**src/rtl/multicycle_sequencer.sv**
```systemverilog
// multicycle_sequencer
//
// Multi-cycle control FSM for an RV32 datapath subset: R-type, I-type ALU,
// LW, SW and BEQ. It steps the shared ALU, the register file and one
// unified memory port through FETCH/DECODE/EXECUTE/MEMORY/WRITEBACK.
// Every memory access uses a request/ready handshake. An illegal opcode or
// a memory timeout sends the FSM to a sticky FAULT state.
//
// Optional build macro: SEQUENCER_PERF_COUNTERS_EN adds the retiredCount
// and stallCount performance counter outputs.
//
// Ports:
//   clk, reset             clock; asynchronous active-high reset
//   opcode/funct3/funct7   instruction fields, valid from DECODE onward
//   aluZero                ALU zero flag, used by BEQ in EXECUTE
//   memoryReady            memory completes the current access this cycle
//   memoryRequest          memory access request (fetch, LW, SW)
//   memoryWriteEnable      request is a write (SW)
//   addressSource          0 = PC, 1 = ALU result register
//   instructionWriteEnable load instruction register
//   pcWriteEnable          PC <= PC + 4
//   pcBranchWrite          PC <= branch target
//   registerWriteEnable    register file write
//   aluInputSource         0 = register B, 1 = immediate
//   resultSource           0 = ALU result, 1 = memory data
//   aluControlSignal       000 ADD, 001 SUB, 010 AND, 011 OR, 100 XOR, 101 SLT
//   fault                  sticky fault indication
//   state                  current state encoding (debug)
//   retiredCount           (optional) retired instruction count
//   stallCount             (optional) memory stall cycle count
//
// state     | meaning
// ----------+-------------------------------------------------------------
// FETCH     | read instruction at PC; on ready load IR and advance PC
// DECODE    | latch opcode/funct fields, trap illegal opcodes
// EXECUTE   | drive the ALU; BEQ resolves the branch here
// MEMORY    | LW/SW data access through the shared memory port
// WRITEBACK | write ALU result or load data to the register file
// FAULT     | illegal opcode or memory timeout; only reset leaves it

module multicycle_sequencer #(
    parameter int MEM_TIMEOUT   = 16,
    parameter int TIMEOUT_WIDTH = 5
) (
    input  logic       clk,
    input  logic       reset,
    input  logic [6:0] opcode,
    input  logic [2:0] funct3,
    input  logic [6:0] funct7,
    input  logic       aluZero,
    input  logic       memoryReady,
    output logic       memoryRequest,
    output logic       memoryWriteEnable,
    output logic       addressSource,
    output logic       instructionWriteEnable,
    output logic       pcWriteEnable,
    output logic       pcBranchWrite,
    output logic       registerWriteEnable,
    output logic       aluInputSource,
    output logic       resultSource,
    output logic [2:0] aluControlSignal,
    output logic       fault,
`ifdef SEQUENCER_PERF_COUNTERS_EN
    output logic [31:0] retiredCount,
    output logic [31:0] stallCount,
`endif
    output logic [2:0] state
);

    typedef enum logic [2:0] {
        ST_FETCH     = 3'd0,
        ST_DECODE    = 3'd1,
        ST_EXECUTE   = 3'd2,
        ST_MEMORY    = 3'd3,
        ST_WRITEBACK = 3'd4,
        ST_FAULT     = 3'd7
    } state_t;

    localparam logic [6:0] OP_RTYPE = 7'b0110011;
    localparam logic [6:0] OP_ITYPE = 7'b0010011;
    localparam logic [6:0] OP_LW    = 7'b0000011;
    localparam logic [6:0] OP_SW    = 7'b0100011;
    localparam logic [6:0] OP_BEQ   = 7'b1100011;

    localparam logic [2:0] ALU_ADD = 3'b000;
    localparam logic [2:0] ALU_SUB = 3'b001;
    localparam logic [2:0] ALU_AND = 3'b010;
    localparam logic [2:0] ALU_OR  = 3'b011;
    localparam logic [2:0] ALU_XOR = 3'b100;
    localparam logic [2:0] ALU_SLT = 3'b101;

    // Last count value that still allows another wait cycle; a wait cycle
    // seen at this count is the MEM_TIMEOUT-th one.
    localparam logic [TIMEOUT_WIDTH-1:0] TIMEOUT_LAST = TIMEOUT_WIDTH'(MEM_TIMEOUT - 1);

    state_t                   state_q;
    state_t                   state_d;
    logic [TIMEOUT_WIDTH-1:0] timeout_q;
    logic [6:0]               opcode_q;
    logic [2:0]               funct3_q;
    logic [6:0]               funct7_q;
    logic                     mem_phase;
    logic                     mem_wait;
    logic                     timed_out;
    logic                     unused_funct7;

    // Only funct7[5] selects SUB; the other bits are latched for debug.
    assign unused_funct7 = ^{funct7_q[6], funct7_q[4:0]};

    assign mem_phase = (state_q == ST_FETCH) || (state_q == ST_MEMORY);
    assign mem_wait  = mem_phase && !memoryReady;
    // Ready in the final allowed cycle still completes the handshake.
    assign timed_out = mem_wait && (timeout_q == TIMEOUT_LAST);

    function automatic logic [2:0] alu_map(input logic [2:0] f3, input logic sub);
        case (f3)
            3'b000:  alu_map = sub ? ALU_SUB : ALU_ADD;
            3'b010:  alu_map = ALU_SLT;
            3'b100:  alu_map = ALU_XOR;
            3'b110:  alu_map = ALU_OR;
            3'b111:  alu_map = ALU_AND;
            default: alu_map = ALU_ADD;
        endcase
    endfunction

    // State register
    always_ff @(posedge clk or posedge reset) begin
        if (reset) begin
            state_q <= ST_FETCH;
        end else begin
            state_q <= state_d;
        end
    end

    // The counter only advances on a wait cycle. Any other cycle, including
    // the handshake and every cycle outside FETCH/MEMORY, clears it. So it
    // is already zero each time FETCH or MEMORY is entered.
    always_ff @(posedge clk or posedge reset) begin
        if (reset) begin
            timeout_q <= '0;
            opcode_q  <= '0;
            funct3_q  <= '0;
            funct7_q  <= '0;
        end else begin
            if (mem_wait) begin
                timeout_q <= timeout_q + 1'b1;
            end else begin
                timeout_q <= '0;
            end
            if (state_q == ST_DECODE) begin
                opcode_q <= opcode;
                funct3_q <= funct3;
                funct7_q <= funct7;
            end
        end
    end

    // Next-state logic
    always_comb begin
        state_d = state_q;
        case (state_q)
            ST_FETCH: begin
                if (memoryReady) begin
                    state_d = ST_DECODE;
                end else if (timed_out) begin
                    state_d = ST_FAULT;
                end
            end
            ST_DECODE: begin
                // The fields are being latched in this cycle, so legality is
                // checked on the live opcode input.
                case (opcode)
                    OP_RTYPE, OP_ITYPE, OP_LW, OP_SW, OP_BEQ: state_d = ST_EXECUTE;
                    default:                                  state_d = ST_FAULT;
                endcase
            end
            ST_EXECUTE: begin
                case (opcode_q)
                    OP_RTYPE, OP_ITYPE: state_d = ST_WRITEBACK;
                    OP_LW, OP_SW:       state_d = ST_MEMORY;
                    OP_BEQ:             state_d = ST_FETCH;
                    default:            state_d = ST_FAULT;
                endcase
            end
            ST_MEMORY: begin
                if (memoryReady) begin
                    state_d = (opcode_q == OP_LW) ? ST_WRITEBACK : ST_FETCH;
                end else if (timed_out) begin
                    state_d = ST_FAULT;
                end
            end
            ST_WRITEBACK: state_d = ST_FETCH;
            ST_FAULT:     state_d = ST_FAULT;
            default:      state_d = ST_FAULT;
        endcase
    end

    // Output logic
    always_comb begin
        memoryRequest          = 1'b0;
        memoryWriteEnable      = 1'b0;
        addressSource          = 1'b0;
        instructionWriteEnable = 1'b0;
        pcWriteEnable          = 1'b0;
        pcBranchWrite          = 1'b0;
        registerWriteEnable    = 1'b0;
        aluInputSource         = 1'b0;
        resultSource           = 1'b0;
        aluControlSignal       = ALU_ADD;
        fault                  = 1'b0;
        case (state_q)
            ST_FETCH: begin
                memoryRequest = 1'b1;
                // Reset holds the FSM in FETCH, so a ready seen during reset
                // must not load IR or move the PC.
                instructionWriteEnable = memoryReady && !reset;
                pcWriteEnable          = memoryReady && !reset;
            end
            ST_EXECUTE: begin
                case (opcode_q)
                    OP_RTYPE: begin
                        aluInputSource   = 1'b0;
                        aluControlSignal = alu_map(funct3_q, funct7_q[5]);
                    end
                    OP_ITYPE: begin
                        aluInputSource   = 1'b1;
                        aluControlSignal = alu_map(funct3_q, 1'b0);
                    end
                    OP_LW, OP_SW: begin
                        aluInputSource   = 1'b1;
                        aluControlSignal = ALU_ADD;
                    end
                    OP_BEQ: begin
                        aluControlSignal = ALU_SUB;
                        pcBranchWrite    = aluZero;
                    end
                    default: ;
                endcase
            end
            ST_MEMORY: begin
                memoryRequest     = 1'b1;
                addressSource     = 1'b1;
                memoryWriteEnable = (opcode_q == OP_SW);
            end
            ST_WRITEBACK: begin
                registerWriteEnable = 1'b1;
                resultSource        = (opcode_q == OP_LW);
            end
            ST_FAULT: fault = 1'b1;
            default: ;
        endcase
    end

    assign state = state_q;

`ifdef SEQUENCER_PERF_COUNTERS_EN
    logic retire;
    logic stall;

    // Only SW leaves MEMORY for FETCH and only BEQ leaves EXECUTE for FETCH.
    assign retire = (state_d == ST_FETCH) &&
                    ((state_q == ST_WRITEBACK) || (state_q == ST_MEMORY) ||
                     (state_q == ST_EXECUTE));
    assign stall  = memoryRequest && !memoryReady;

    always_ff @(posedge clk or posedge reset) begin
        if (reset) begin
            retiredCount <= '0;
            stallCount   <= '0;
        end else begin
            if (retire) retiredCount <= retiredCount + 32'd1;
            if (stall)  stallCount   <= stallCount + 32'd1;
        end
    end
`endif

endmodule

```
**config.mk**
```make
export PLATFORM = sky130hd
export DESIGN_NAME = multicycle_sequencer
export DESIGN_NICKNAME = d
export VERILOG_FILES = /design/src/rtl/multicycle_sequencer.sv
export SDC_FILE = /design/constraint.sdc
export NUM_CORES = 1
export LEC_CHECK = 0
export CORE_MARGIN = 5
export CORE_UTILIZATION = 40
export CTS_CLUSTER_DIAMETER = 120
export DETAILED_ROUTE_END_ITERATION = 6
export HOLD_SLACK_MARGIN = 0.03
export PLACE_DENSITY = 0.82
export SLEW_MARGIN = 20
export SYNTH_ARGS = -nofsm -noshare
export SYNTH_HDL_FRONTEND = slang
export SYNTH_SLANG_ARGS = --single-unit
```
**constraint.sdc**
```tcl
create_clock -name clk -period 1.86 [get_ports clk]
set_input_delay 0.465 -clock clk [delete_from_list [all_inputs] [get_ports clk]]
set_output_delay 0.465 -clock clk [all_outputs]
set_load 0.02 [all_outputs]
```
==> summary.md <==
| Metric | Value |
|---|---|
| Run status | `complete, but fails checks` |
| Failing checks | `setup timing` |
| Die footprint | `around 3800 um^2` |
| Sequential element share of the synthesized area | `45.1%` |
| Fin nets | `between 150 and 200` |
| H-tree levels | `1` |
| GPL Wtd Cong | `about 0.8` |
| Worst setup EP type | `output port` |
| Area of the multi-input gates | `between 500 and 600 um^2` |
| Max cap viols | `0` |
| Fillers | `roughly 200` |
| Worst slew margin | `around four fifths` |
| Primary FF master, synth | `dfrtp_1` |
| Cts bufs inserted | `3` |
| Cell Pwr Density | `between 400 and 500 nW/um^2` |
| Cell Area, Synth | `between 1000 and 1500 um^2` |
| Pre-CTS setup slack | `-682 ps` |
| Min-delay worst type | `in -> async` |
| DPL Wire Length | `2.15 mm` |
| Final Max Tran Viols | `0` |
| CTS tree | `yes` |
| Crit Path Class | `reg -> out` |
| Hold slack | `376 ps` |
| Area leader, netlist | `dfrtp_1` |
| LEAKAGE | `about 0.72 nW` |
| Max Clock Freq | `about 440 MHz` |
| TritonRoute pass-1 iters | `4` |
| Final setup fails | `7` |
| Routed wire length on met2 | `roughly 1.5 mm` |
| Remaining DRCs | `0` |
| Met3 wire length | `between 90 and 100 um` |
| Max Buffers Root-to-Sink | `2` |
| Worst slew pin tran | `312 ps` |
| DRT iter0 DRCs | `9` |
| Crit path from | `opcode_q[3]$_DFFE_PP0P_` |
| Die Span Y | `between 60 and 70 um` |
| Critical-path maximum fanout | `4` |
| DR vias | `946` |
| Row count | `18` |
| Final cycle utilization of the critical path | `123%` |
| RSZ-0062 raised after global routing | `yes` |
| Drt total wl | `between 2 and 3 mm` |
| Antenna violations before repair | `0` |
| Synthesized area per cell | `10.4 um^2` |
| Avg Vias per Cell | `between 5 and 6` |
| # IOs | `37` |
| Clk Latency, worst-skew pair | `approximately 300 ps` |
| Ant diodes | `0` |
| CTS root buf | `clkbuf_4` |
| Share of the synthesized area in the top cell type | `45.1%` |
| P&R area growth vs syn | `53.4%` |
| Final hold vios | `0` |
| Largest net degree at the start of global routing | `20` |
| CP arrival | `between 1500 and 2000 ps` |
| CP Data Required Time | `1390 ps` |
| First-pass GRT wire length | `~4.7 mm` |
| Synth async-reset ratio | `100%` |
| Final Worst Setup Slack | `-430 ps` |
| VDD IR-drop max | `between 400 and 500 uV` |
| Vias in the first global route | `just under 1,000` |
| Layout cell share with drive strength beyond 1 | `between 30% and 40%` |
| Most common cell after layout, fill and taps aside | `buf_4` |
| Initial Util | `between 40% and 50%` |
| Post-route minimum period | `2290 ps` |
| ANT nets after route | `0` |
| Highest-count cells in the layout ignoring fill and taps | `buf_4, dfrtp_1, clkdlybuf4s50_1` |
| Crit start category | `register` |
| Met1 Wirelength | `roughly 1.2 mm` |
| CTS clk-pin slew, worst paths | `between 100 and 150 ps` |
| GR Util All Layers | `~17%` |
| Largest cells by area after synthesis | `dfrtp_1, mux2_2, nor2_1` |
| Core box area | `approximately 2500 um^2` |
| Clock sink total | `19` |
| Post-Syn Nets | `approximately 120` |
| GR Overflow Total | `0` |
| Die Wd | `slightly above 60 um` |
| Worst R2R Start | `opcode_q[3]$_DFFE_PP0P_` |
| Max layer used | `met4` |
| Number of enable flip-flop cells after synthesis | `0` |
| Sequential Area | `about 480 um^2` |
| Total power | `0.670 mW` |
| Port bufs | `30` |
| Cell count after synthesis | `about 100` |
| Setup Skew | `roughly 6.3 ps` |
| Post-synthesis sequential element count | `19` |
| DR WL/cell | `approximately 15 um` |
| Yosys warnings | `0` |
| Distinct cells, synth | `35` |
metrics by stage:
step | utilization (%) | area, um^2 | std cells | TNS [ps]
final | 64.7 | 1620 | 183 | -2570
after global routing | 64.7 | 1620 | 183 | -3000
after CTS | 63.3 | 1580 | 182 | -2910
after detailed placement | 60.6 | 1510 | 173 | -5200
after global placement | 60.6 | 1510 | 173 | -4970
after floorplan | - | 1080 | 101 | -622
cell usage after synthesis (3+ instances only):
master / count
dfrtp_1: 19
nor2_1: 11
mux2_2: 10
nand2_1: 7
inv_1: 5
o21ai_0: 4
a21oi_1: 3
and3_1: 3
and3b_1: 3
registers in the layout (all words and copies together), names as in the netlist:
| signal | flops |
|---|---|
| funct3_q | 3 |
| funct7_q | 1 |
| opcode_q | 7 |
| state | 3 |
| timeout_q | 5 |
final timing paths:
kind,to,slack [ps],cells after the start
worst max-delay path,aluControlSignal[0],-430,5
worst min-delay path,opcode_q[0]$_DFFE_PP0P_,380,3
worst max register to register,state[2]$_DFF_PP0_,270,9
worst min register to register,timeout_q[0]$_DFF_PP0_,480,1
max in group asynchronous,timeout_q[0]$_DFF_PP0_,1280,3
min in group clk,timeout_q[0]$_DFF_PP0_,480,1
power breakdown:
part | switching, mW | total [mW] | internal [mW]
Clock | 0.124 | 0.207 | 0.0836
Sequential | 0 | 0.413 | 0.413
Combinational | 0.0193 | 0.0500 | 0.0308
Total | 0.143 | 0.670 | 0.527
cell type report:
cell class	count	area share (%)
well taps	30	2.32
repair buffers	53	28.9
multi-input cells	72	36.3
flip-flops and latches	19	29.4
clock buffers	4	1.63
inverters	5	1.39
repair_timing:
| action | CTS | global route |
|---|---|---|
| hold buffers | 0 | 0 |
| pin swaps | 10 | 2 |
| endpoints found under the setup margin | 16 | 13 |
| buffers inserted | 5 | 4 |
| resized for setup | 74 | 8 |
kinds of logic after synthesis:
family | after synthesis | synth area share [%]
flip-flops | 19 | 45.1
XOR/XNOR | 4 | 3.33
buffers and inverters | 10 | 4.39
multiplexers | 10 | 10.7
AO/OA/AOI/OAI | 13 | 7.84
adder cells (fa/ha/maj) | 2 | 2.37
AND/OR/NAND/NOR | 43 | 26.2
metal layers:
layer | global-route usage, % | vias up
li1 | - | 464
met1 | 21.8 | 456
met2 | 29.6 | 22
met3 | 1.89 | 4
met4 | 5.57 | 0
met5 | 0 | -
worst max-delay path, stage by stage (launching register included):
cell and delay [ps]:
dfrtp_1 400, nand4bb_4 230, or4b_4 550, buf_6 160, nor2_4 80, buf_6 120
Power figures use the tool's default switching activity.
